--- config.mk ---
export PLATFORM = sky130hd
export DESIGN_NAME = flex_counter
export DESIGN_NICKNAME = d
export VERILOG_FILES = /design/src/rtl/flex_counter.sv
export SDC_FILE = /design/constraint.sdc
export NUM_CORES = 1
export LEC_CHECK = 0
export BUFFER_PORTS_ARGS = -buffer_cell sky130_fd_sc_hd__buf_2
export CAP_MARGIN = 20
export CORE_AREA = 2 2 39 41
export CTS_CLUSTER_DIAMETER = 30
export DETAILED_ROUTE_END_ITERATION = 7
export DIE_AREA = 0 0 41 43
export PLACE_DENSITY = 0.61
export SETUP_SLACK_MARGIN = 0.15
export SLEW_MARGIN = 20
export SYNTH_ARGS = -nofsm -noshare
export SYNTH_HDL_FRONTEND = slang
export SYNTH_SLANG_ARGS = --single-unit
--- constraint.sdc ---
create_clock -name CLK -period 1.47 [get_ports CLK]
set_input_delay 0.147 -clock CLK [delete_from_list [all_inputs] [get_ports CLK]]
set_output_delay 0.147 -clock CLK [all_outputs]
set_load 0.005 [all_outputs]
--- src/rtl/flex_counter.sv ---
// Parameterized up-counter with a programmable rollover value and a registered rollover flag.
// Both outputs come straight from flops; the flag is precomputed from the next count.
module flex_counter #(
    parameter int unsigned NUM_CNT_BITS = 4
) (
    input  logic                    CLK,
    input  logic                    n_rst,
    input  logic                    clear,
    input  logic                    count_enable,
    input  logic [NUM_CNT_BITS-1:0] rollover_val,
    output logic [NUM_CNT_BITS-1:0] count_out,
    output logic                    rollover_flag
);

    logic [NUM_CNT_BITS-1:0] count_q, count_d;
    logic                    flag_q, flag_d;

    always_comb begin
        count_d = count_q;
        if (clear) begin
            count_d = '0;
        end else if (count_enable) begin
            if (count_q == rollover_val) begin
                count_d = NUM_CNT_BITS'(1);
            end else begin
                count_d = count_q + NUM_CNT_BITS'(1);
            end
        end
    end

    // Flag compares the next count against the current rollover_val so it
    // rises on the same edge the count reaches rollover_val.
    always_comb begin
        flag_d = 1'b0;
        if (!clear) begin
            flag_d = (count_d == rollover_val);
        end
    end

    always_ff @(posedge CLK or negedge n_rst) begin
        if (!n_rst) begin
            count_q <= '0;
            flag_q  <= 1'b0;
        end else begin
            count_q <= count_d;
            flag_q  <= flag_d;
        end
    end

    assign count_out     = count_q;
    assign rollover_flag = flag_q;

endmodule

==> metrics <==
P&R area growth vs syn=63.06%; DR WL/cell=14.47 um; instance count on the critical path=6; top cells by area, synth=dfrtp_1 30%, xnor2_1 13%, a21oi_1 6.0%; clock buffer depth=2; pin count of the biggest net entering global routing=13; CTS H-tree lvls=1; n_diodes=0; min cycle time layout=1.542 ns; syn nets=60; period utilization=104.9%; PortBufs=12; Static Leak=0.3052 nW; vias=497; initial antenna violation count=0; power per cell area=678.5 nW/um^2; global router's overall resource usage=18.72%; layout cells sized above 1=52.56%; Yosys top cell area share=30.03%; RSZ-0062 raised after global routing=yes; Max Clk Rate=648.6 MHz; max cap viols=0; vias per cell=5.287; outcome=finished, violations left; r2r worst-path depth=6; pins over their slew limit=0; CTS sink cnt=5; Filler cells=133; Clock transition at path regs=0.05 ns; Data arrival, critical path=1.70 ns; Register Area=127.6 um^2; Initial Utilization=30.11%; IO Count=13; Skew-Pair Late Insertion Delay=0.25 ns; WP buf/inv=2; crit-path max cell delay=0.40 ns; mapped cell area=416.7 um^2; FF-to-FF End=rollover_flag; crit path from=count_out[0]; Relative slew margins=76.08%; reg2reg setup slack=-0.07 ns; multi-input logic area=311.5 um^2; Final WS setup=-0.07170 ns; CP cell instances=buf_6 -> inv_2 -> a222oi_1 -> o21ai_1 -> a211o_1 -> nor4_2; YS warnings=0; worst setup path end=rollover_flag; Netlist cell types=26; Slew @ Worst Pin=0.3556 ns; CTS tree=yes; CORE AREA=1384 um^2; Crit. End Element=flip-flop; Req. time, crit path=1.62 ns; area leader, netlist=dfrtp_1; num rows=14; vias in the first global route=502; critical path type=flip-flop to flip-flop; synthesis-stage register bit count=5; DIE HEIGHT=43 um; 1st-pass router iterations=4; slowest CP cell=dfrtp_2; Final nets=88; first-pass GRT wire length=2125 um; gpl congestion=0.8300; post-synthesis cell count=51; CP delay by family, top=compound AO/OA/AOI/OAI gates; failing checks=negative setup slack; Seq/Total Area, Yosys=30.03%; final hold slack=0.1681 ns; Total Power=0.4610 mW; setup tns final=-0.1759 ns; clock skew=0.001804 ns; Die ar.=1763 um^2; DP Wirelength=855.8 um; Residual DRC=0; # setup viols final=3; VDD IR max=429.7 uV; total wire length=1360 um; gr ovfl total=0; crit-path max FO=3; Antenna Nets Post-Route=0; final hold vios=0; die width=41 um; root buffer cell=clkbuf_4; Avg Cell Area, Syn=8.170 um^2; drt initial violations=19; startpoint types=flip-flop; RR Startpoint=count_out[0]; CTS buffer count=3; Min-Delay Path Class=input port to flip-flop
sequential cells by signal, indices dropped and copies added, names as in the netlist:
signal / cells
count_out: 4
rollover_flag: 1
cells in the final DEF, fill, tap and decap left out, types with 2 or more instances in the layout:
cell       n
a21oi_2    2
xnor2_2    2
dfrtp_2    2
clkbuf_4   3
dfrtp_1    3
buf_4      8
xnor2_1    4
nand2_1    3
buf_6      4
buf_2     12
a21oi_1    3
nand4_1    3
o21ai_1    2
nor2_1     3
inv_1      4
cell usage after synthesis, drive strengths merged:
cell type	number
xnor2	6
a21oi	5
dfrtp	5
inv	5
nor2	4
o21ai	4
nand2	3
nand4	3
nor4	2
a211o	1
a222oi	1
a22o	1
a31oi	1
a41oi	1
buf	1
clkbuf	1
ha	1
nand3	1
nor2b	1
o21bai	1
o22a	1
o22ai	1
or3	1
stage by stage:
step                instances  setup slack, ns  utilization (%)  cell area, um^2
detailed placement         85         -0.03657            40.60            561.8
global route               94          -0.1766            49.10            679.4
global placement           85        -0.002723            40.60            561.8
finish                     94         -0.07170            49.10            679.4
CTS                        93         -0.01844            47.20            653.1
floorplan                  51          0.01825                -            436.7
worst reg2reg max path, delay by kind of cell (launching register included):
kind	cells	cell delay [ns]
flip-flops	1	0.40
buffers and inverters	2	0.14
AND/OR/NAND/NOR	1	0.24
AO/OA/AOI/OAI	3	0.66
power breakdown:
group	internal, mW	switching, mW
sequential	0.144	0.00762
clock	0.103	0.0645
combinational	0.0743	0.0672
cell type report:
type	count	area share, %
tap	16	2.947
timing repair buffer	25	25.78
sequential	5	18.78
multi-input combinational	39	45.86
inverter	5	2.762
clock buffer	4	3.867
kinds of logic (layout without fill, tap and decap cells):
family                     Yosys count  after routing  synth area share, %
AOI/OAI and AO/OA                   17             17                26.73
adders and majority gates            1              1                3.003
DFF                                  5              5                30.03
and+or+nand+nor                     15             15                19.52
xor gates and xnor gates             6              6                12.61
buffers and inverters                7             34                8.105
per-layer routing:
layer	global-route usage, %	vias to the layer above	wire [um]
met5	0	-	0
met4	11.33	0	46
met3	4.712	6	64
met2	29.69	19	700
met1	21.12	230	549
li1	-	242	-
how the worst min path moves through the flow:
stage,slack (ns),from,to,cells past startpoint
after floorplan,-0.15,n_rst,count_out[0],0
after global placement,-0.02,n_rst,count_out[3],1
after CTS,0.16,clear,count_out[1],2
after detailed placement,-0.03,n_rst,count_out[3],1
after global routing,0.18,clear,count_out[1],2
final,0.17,clear,count_out[1],2
timing repair:
item	4_1_cts	5_1_grt
setup endpoints to repair	4	5
buffers inserted	3	1
gates resized for setup	8	6
cloned	0	0
pin swaps	5	6
hold endpoints to repair	5	0
hold buffers	1	0
No activity file was read; power rests on OpenSTA's default activity.
